===== config.mk =====
export PLATFORM = sky130hd
export DESIGN_NAME = draw_scheduler
export DESIGN_NICKNAME = d
export VERILOG_FILES = /design/src/rtl/draw_pkg.sv /design/src/rtl/cmd_fifo.sv /design/src/rtl/draw_scheduler.sv
export SDC_FILE = /design/constraint.sdc
export NUM_CORES = 1
export LEC_CHECK = 0
export ABC_CLOCK_PERIOD_IN_PS = 5050
export BUFFER_PORTS_ARGS = -buffer_cell sky130_fd_sc_hd__buf_2
export CAP_MARGIN = 20
export CORE_MARGIN = 2
export CORE_UTILIZATION = 59
export DETAILED_ROUTE_END_ITERATION = 10
export HOLD_SLACK_MARGIN = 0.05
export PLACE_DENSITY = 0.87
export SYNTH_ARGS = -nofsm -noshare
export SYNTH_HDL_FRONTEND = slang
export SYNTH_SLANG_ARGS = --single-unit

===== constraint.sdc =====
create_clock -name clk -period 5.05 [get_ports clk]
set_input_delay 1.01 -clock clk [delete_from_list [all_inputs] [get_ports clk]]
set_output_delay 1.01 -clock clk [all_outputs]
set_load 0.005 [all_outputs]

===== src/rtl/draw_pkg.sv =====
// draw_pkg: shared types and screen constants for the draw scheduler.
// Provides line_cmd_t, sched_state_e and the default screen/queue sizes.
package draw_pkg;

    localparam int SCREEN_W   = 640;
    localparam int SCREEN_H   = 480;
    localparam int FIFO_DEPTH = 4;

    typedef struct packed {
        logic [9:0] x0;
        logic [8:0] y0;
        logic [9:0] x1;
        logic [8:0] y1;
        logic       color;
    } line_cmd_t;

    typedef enum logic [2:0] {
        IDLE,
        CLR_START,
        CLEARING,
        LN_START,
        LINING
    } sched_state_e;

endpackage


===== src/rtl/cmd_fifo.sv =====
// cmd_fifo: synchronous FIFO of line commands, async active-high reset.
// Ports: clk, reset, push/wdata, pop/head, full, empty, count.
module cmd_fifo
    import draw_pkg::*;
#(
    parameter int DEPTH = 4
) (
    input  logic                   clk,
    input  logic                   reset,
    input  logic                   push,
    input  line_cmd_t              wdata,
    input  logic                   pop,
    output line_cmd_t              head,
    output logic                   full,
    output logic                   empty,
    output logic [$clog2(DEPTH):0] count
);

    localparam int AW = $clog2(DEPTH);

    line_cmd_t     mem [DEPTH];
    logic [AW-1:0] wr_ptr;
    logic [AW-1:0] rd_ptr;
    logic          do_push;
    logic          do_pop;

    assign full    = (count == (AW+1)'(DEPTH));
    assign empty   = (count == '0);
    assign do_pop  = pop && !empty;
    // A pop in the same cycle frees the slot a full-queue push needs.
    assign do_push = push && (!full || do_pop);
    assign head    = mem[rd_ptr];

    always_ff @(posedge clk) begin
        if (do_push) begin
            mem[wr_ptr] <= wdata;
        end
    end

    always_ff @(posedge clk or posedge reset) begin
        if (reset) begin
            wr_ptr <= '0;
            rd_ptr <= '0;
            count  <= '0;
        end else begin
            if (do_push) begin
                wr_ptr <= wr_ptr + 1'b1;
            end
            if (do_pop) begin
                rd_ptr <= rd_ptr + 1'b1;
            end
            case ({do_push, do_pop})
                2'b10:   count <= count + 1'b1;
                2'b01:   count <= count - 1'b1;
                default: count <= count;
            endcase
        end
    end

endmodule


===== src/rtl/draw_scheduler.sv =====
// draw_scheduler: sequences clear and line engines onto one framebuffer port.
// Ports: cmd_* queue input, clear_req, clr_*/ln_* engine links, fb_* write
// port, busy, lines_done, drop_cnt. Option: DRAW_SCHED_FRAME_SYNC_EN.
module draw_scheduler
    import draw_pkg::*;
#(
    parameter int FIFO_DEPTH = draw_pkg::FIFO_DEPTH,
    parameter int SCREEN_W   = draw_pkg::SCREEN_W,
    parameter int SCREEN_H   = draw_pkg::SCREEN_H
) (
    input  logic        clk,
    input  logic        reset,
    input  logic        cmd_valid,
    output logic        cmd_ready,
    input  logic [9:0]  cmd_x0,
    input  logic [9:0]  cmd_x1,
    input  logic [8:0]  cmd_y0,
    input  logic [8:0]  cmd_y1,
    input  logic        cmd_color,
    input  logic        clear_req,
    input  logic        frame_start,
    output logic        clr_start,
    input  logic [9:0]  clr_x,
    input  logic [8:0]  clr_y,
    input  logic        clr_color,
    input  logic        clr_valid,
    input  logic        clr_done,
    output logic        ln_start,
    output logic [9:0]  ln_x0,
    output logic [9:0]  ln_x1,
    output logic [8:0]  ln_y0,
    output logic [8:0]  ln_y1,
    output logic        ln_color,
    input  logic [9:0]  ln_x,
    input  logic [8:0]  ln_y,
    input  logic        ln_pix_color,
    input  logic        ln_valid,
    input  logic        ln_done,
    output logic [9:0]  fb_x,
    output logic [8:0]  fb_y,
    output logic        fb_color,
    output logic        fb_write,
    output logic        busy,
    output logic [15:0] lines_done,
    output logic [7:0]  drop_cnt
);

    localparam int CW = $clog2(FIFO_DEPTH) + 1;

    sched_state_e  state;
    line_cmd_t     cmd_in;
    line_cmd_t     head;
    logic          full;
    logic          empty;
    logic [CW-1:0] count;
    logic          clear_pending;
    logic          accept;
    logic          in_range;
    logic          push;
    logic          pop;
    logic          clr_go;

`ifdef DRAW_SCHED_FRAME_SYNC_EN
    assign clr_go = frame_start;
`else
    logic unused_frame_start;
    assign unused_frame_start = frame_start;
    assign clr_go = 1'b1;
`endif

    assign cmd_in = '{x0: cmd_x0, y0: cmd_y0,
                      x1: cmd_x1, y1: cmd_y1,
                      color: cmd_color};

    assign cmd_ready = !full;
    assign accept    = cmd_valid && cmd_ready;
    assign in_range  = (32'(cmd_x0) < SCREEN_W) &&
                       (32'(cmd_x1) < SCREEN_W) &&
                       (32'(cmd_y0) < SCREEN_H) &&
                       (32'(cmd_y1) < SCREEN_H);
    // Off-screen commands still complete the handshake but are dropped.
    assign push = accept && in_range;
    assign pop  = (state == LN_START);
    assign busy = (state != IDLE) || (count != '0) || clear_pending;

    cmd_fifo #(
        .DEPTH (FIFO_DEPTH)
    ) u_fifo (
        .clk   (clk),
        .reset (reset),
        .push  (push),
        .wdata (cmd_in),
        .pop   (pop),
        .head  (head),
        .full  (full),
        .empty (empty),
        .count (count)
    );

    always_comb begin
        fb_x     = '0;
        fb_y     = '0;
        fb_color = 1'b0;
        fb_write = 1'b0;
        case (state)
            CLEARING: begin
                fb_x     = clr_x;
                fb_y     = clr_y;
                fb_color = clr_color;
                fb_write = clr_valid;
            end
            LINING: begin
                fb_x     = ln_x;
                fb_y     = ln_y;
                fb_color = ln_pix_color;
                fb_write = ln_valid;
            end
            default: ;
        endcase
    end

    always_ff @(posedge clk or posedge reset) begin
        if (reset) begin
            state         <= IDLE;
            clear_pending <= 1'b0;
            clr_start     <= 1'b0;
            ln_start      <= 1'b0;
            ln_x0         <= '0;
            ln_x1         <= '0;
            ln_y0         <= '0;
            ln_y1         <= '0;
            ln_color      <= 1'b0;
            lines_done    <= '0;
            drop_cnt      <= '0;
        end else begin
            clr_start <= 1'b0;
            ln_start  <= 1'b0;
            if (accept && !in_range && drop_cnt != 8'hFF) begin
                drop_cnt <= drop_cnt + 1'b1;
            end
            // Requests during an active clear coalesce into it.
            if (clear_req && state != CLR_START && state != CLEARING) begin
                clear_pending <= 1'b1;
            end
            case (state)
                IDLE: begin
                    // A pending clear blocks queued lines until it runs.
                    if (clear_pending) begin
                        if (clr_go) begin
                            state     <= CLR_START;
                            clr_start <= 1'b1;
                        end
                    end else if (!empty) begin
                        state <= LN_START;
                    end
                end
                CLR_START: begin
                    clear_pending <= 1'b0;
                    state         <= CLEARING;
                end
                CLEARING: begin
                    if (clr_done) begin
                        state <= IDLE;
                    end
                end
                LN_START: begin
                    ln_x0    <= head.x0;
                    ln_y0    <= head.y0;
                    ln_x1    <= head.x1;
                    ln_y1    <= head.y1;
                    ln_color <= head.color;
                    ln_start <= 1'b1;
                    state    <= LINING;
                end
                LINING: begin
                    if (ln_done) begin
                        lines_done <= lines_done + 1'b1;
                        state      <= IDLE;
                    end
                end
                default: state <= IDLE;
            endcase
        end
    end

endmodule

==> key figures <==
Outcome
  • Result of the run: completed

Drt
  • Detailed-route vias per instance: slightly below 6
  • Routed WL per cell: 20.9 um
  • Number of routed nets with antenna violations: 0
  • Detailed router's first-iteration violation count: ~210
  • Total via count in the routed design: around 5000
  • Detailed Routing Iterations Pass 1: 4
  • Final Routed Wirelength: ~18000 um
  • Drc violations: 0

STA
  • Final Setup Violations: 0
  • Max-slew violation count: 0
  • Count of final hold-check violations: 0
  • Setup clock skew after layout: about 8 ps
  • Worst max-slew margin expressed relative to the limit: 0.283
  • Final clock period utilization by the worst path: 0.635
  • Worst hold margin: 476 ps
  • Time the worst path needs with I/O delays and setup: about 3200 ps
  • Unrepaired setup endpoints after global routing: false
  • Highest Clock Rate: approximately 310 MHz
  • Slew at the pin with the worst max-slew slack: between 1000 and 1500 ps
  • Final total negative setup slack: 0 ps

Finish
  • Most common cell after layout, fill and taps aside: buf_2
  • Share of cells above drive strength 1: 0.456
  • Area delta synth->final: 19.7%
  • Final standard cell area without fillers: approximately 11000 um^2
  • Total inserted antenna cells: 0
  • Top library cells by usage in the layout, fill and taps aside: buf_2 (174), edfxtp_1 (156), dfrtp_1 (74), mux2_2 (40), mux4_2 (39)
  • Number of nets in the finished design: about 760

CTS
  • Clock Path Buffers: 3
  • Number of buffers added to fix hold violations after cts: 0
  • Root Buffer: clkbuf_16
  • Number of buffers inserted by post-CTS setup repair: 0
  • Post-cts resize count: 0
  • H-Tree Level Count: 1
  • Clock tree from TritonCTS: yes
  • CTS buffer count: 23
  • CTS clock-pin slew for the worst setup and hold paths: approximately 60 ps
  • Worst-skew pair later-pin latency: 490 ps
  • Clock Sink Count: 232

Yosys
  • Total standard cell area after synthesis: around 9100 um^2
  • Share of the synthesized netlist area taken by xor and xnor gates: 0.0270
  • Mean area per synthesized cell: ~19 um^2
  • Yosys synthesis warning count: 0
  • Post-synthesis simple-gate area fraction: 0.0437
  • Unique masters post-synth: 39
  • Share of synthesized area spent on multiplexers: 0.150
  • Leading area contributor after synthesis: edfxtp_1
  • Share of the synthesized area in the top cell type: 0.515
  • Main combinational cell family by area after synthesis: multiplexers
  • Syn Inst Count: around 470
  • Adder and majority cell fraction of the synthesized area: 0.0118
  • Compound-cell area share of the yosys netlist: 0.0256
  • Number of register bits inferred by synthesis: between 200 and 250
  • Sequential share of the synthesized area: 0.724
  • Dominant cells by area after synthesis: edfxtp_1 (52%), dfrtp_1 (21%), mux4_2 (9.7%)
  • Net count after synthesis: 570

Hold path
  • Class of the tightest hold or removal check: flop to flop

Global routing
  • Maximum number of pins on one net before global-route repair: 51
  • Total routing resource utilization after global routing: 0.223
  • Wire length of the first global-routing pass: ~28000 um
  • Number of global-route vias before repair: 5240
  • Number of antenna violations at the first check in global routing: 1
  • Overflow left after global routing: 0

Power
  • Static Leakage: 4.35 nW
  • Largest vdd supply drop: roughly 0.32 mV
  • Power density of the placed cells: about 540 nW/um^2

Worst setup path
  • Required arrival time at the worst endpoint: between 4000 and 5000 ps
  • Arrival @ worst endpoint: about 2200 ps
  • Kind of start point of the critical path: flop
  • Worst reg2reg setup slack: 2540 ps
  • Crit path capture type: output port
  • Endpoint of the most critical register-to-register path: u_fifo.count[2]
  • Reg-to-reg startpoint: state[2]
  • Depth of the worst register-to-register path: 9
  • CP Capture Point: fb_x[0]
  • Startpoint of the worst setup timing path: state[1]
  • Max FO, Critical Path: 12
  • Critical path type: flop to output port

Die
  • Core area: 15100 um^2
  • Floorplan die height: between 100 and 150 um
  • IO Pins: roughly 180
  • Die extent in x: about 130 um
  • Row Count: 45
  • Area of the die: ~16000 um^2
  • Effective utilization at floorplan: 0.600

Run
  • Maximum Capacitance Violations: 0

Placed design
  • Routability-driven placement congestion ratio: a little under 0.8
  • Post-place instance area: 10100 um^2
  • Dpl hpwl: approximately 11000 um
  • Number of input and output port buffers inserted: between 150 and 200
-- flip-flops by register name, summed over array words and instances (netlist names), 3 cells and up --
signal,count
lines_done,16
u_fifo.mem,156
u_fifo.count,3
ln_y1,9
ln_x0,10
ln_y0,9
drop_cnt,8
ln_x1,10
state,3
-- worst max-delay path, stage by stage, from the launching register on --
cell     delay, ps
dfrtp_1        500
nor3b_2        690
buf_6          230
a22o_1         170
buf_2          120
-- through the flow --
stage	cells	total power [W]	worst slack (ps)	utilization
finish	864	0.00583	1850	0.719
global placement	819	0.00419	1510	0.668
CTS	860	0.00589	1520	0.714
floorplan	474	0.00371	1930	-
detailed placement	819	0.00428	1490	0.668
global route	864	0.00614	1730	0.719
-- cell usage after synthesis (all sizes together) --
cell type,count
and3,4
buf,13
edfxtp,156
xnor2,16
mux2,41
or3b,1
o22a,1
nor3,7
xor2,12
and4,1
o21ai,3
fa,1
nor3b,3
dfrtp,76
mux2i,2
nand2,14
nand4bb,1
or2,1
o21bai,1
o211ai,1
a22o,21
a21oi,1
nand3,8
ha,7
inv,9
nand4,7
nand3b,1
nor2,6
and2,6
mux4,39
nor2b,2
clkbuf,8
nor4,4
-- cells by family (layout without fill, tap and decap cells) --
| logic type | after synthesis | after routing |
|---|---|---|
| XOR/XNOR | 28 | 28 |
| buffers and inverters | 30 | 232 |
| AND/OR/NAND/NOR | 66 | 66 |
| multiplexers | 82 | 82 |
| flip-flops | 232 | 232 |
| AO/OA/AOI/OAI | 28 | 28 |
| adder cells (fa/ha/maj) | 8 | 8 |
-- layout make-up --
| type | instances | area [um^2] |
|---|---|---|
| Clock inverter | 11 | 100 |
| Sequential cell | 232 | 6590 |
| Inverter | 9 | 35.0 |
| Tap cell | 188 | 235 |
| Fill cell | 933 | 4260 |
| Multi-Input combinational cell | 212 | 2360 |
| Clock buffer | 30 | 602 |
| Timing Repair Buffer | 182 | 972 |
-- how the worst min path moves through the flow --
stage | start | to | slack [ps] | cells past startpoint
3_5_place_dp | lines_done[15] | lines_done[15] | 460 | 1
6_report | lines_done[15] | lines_done[15] | 480 | 1
4_1_cts | lines_done[15] | lines_done[15] | 480 | 1
5_1_grt | lines_done[15] | lines_done[15] | 490 | 1
2_1_floorplan | lines_done[15] | lines_done[15] | 470 | 1
3_3_place_gp | lines_done[15] | lines_done[15] | 460 | 1
-- report_power, final --
group	internal, W	switching, W
Clock	0.000939	0.000656
Combinational	0.000882	0.000635
Sequential	0.00239	0.000332
-- metal layers --
| metal | routed length, um | track usage | up-vias |
|---|---|---|---|
| met4 | 348 | 0.0582 | 0 |
| met1 | 7040 | 0.268 | 2564 |
| li1 | - | - | 2226 |
| met2 | 9450 | 0.409 | 187 |
| met3 | 1240 | 0.0518 | 24 |
| met5 | 0 | 0 | - |
Power figures use the tool's default switching activity.
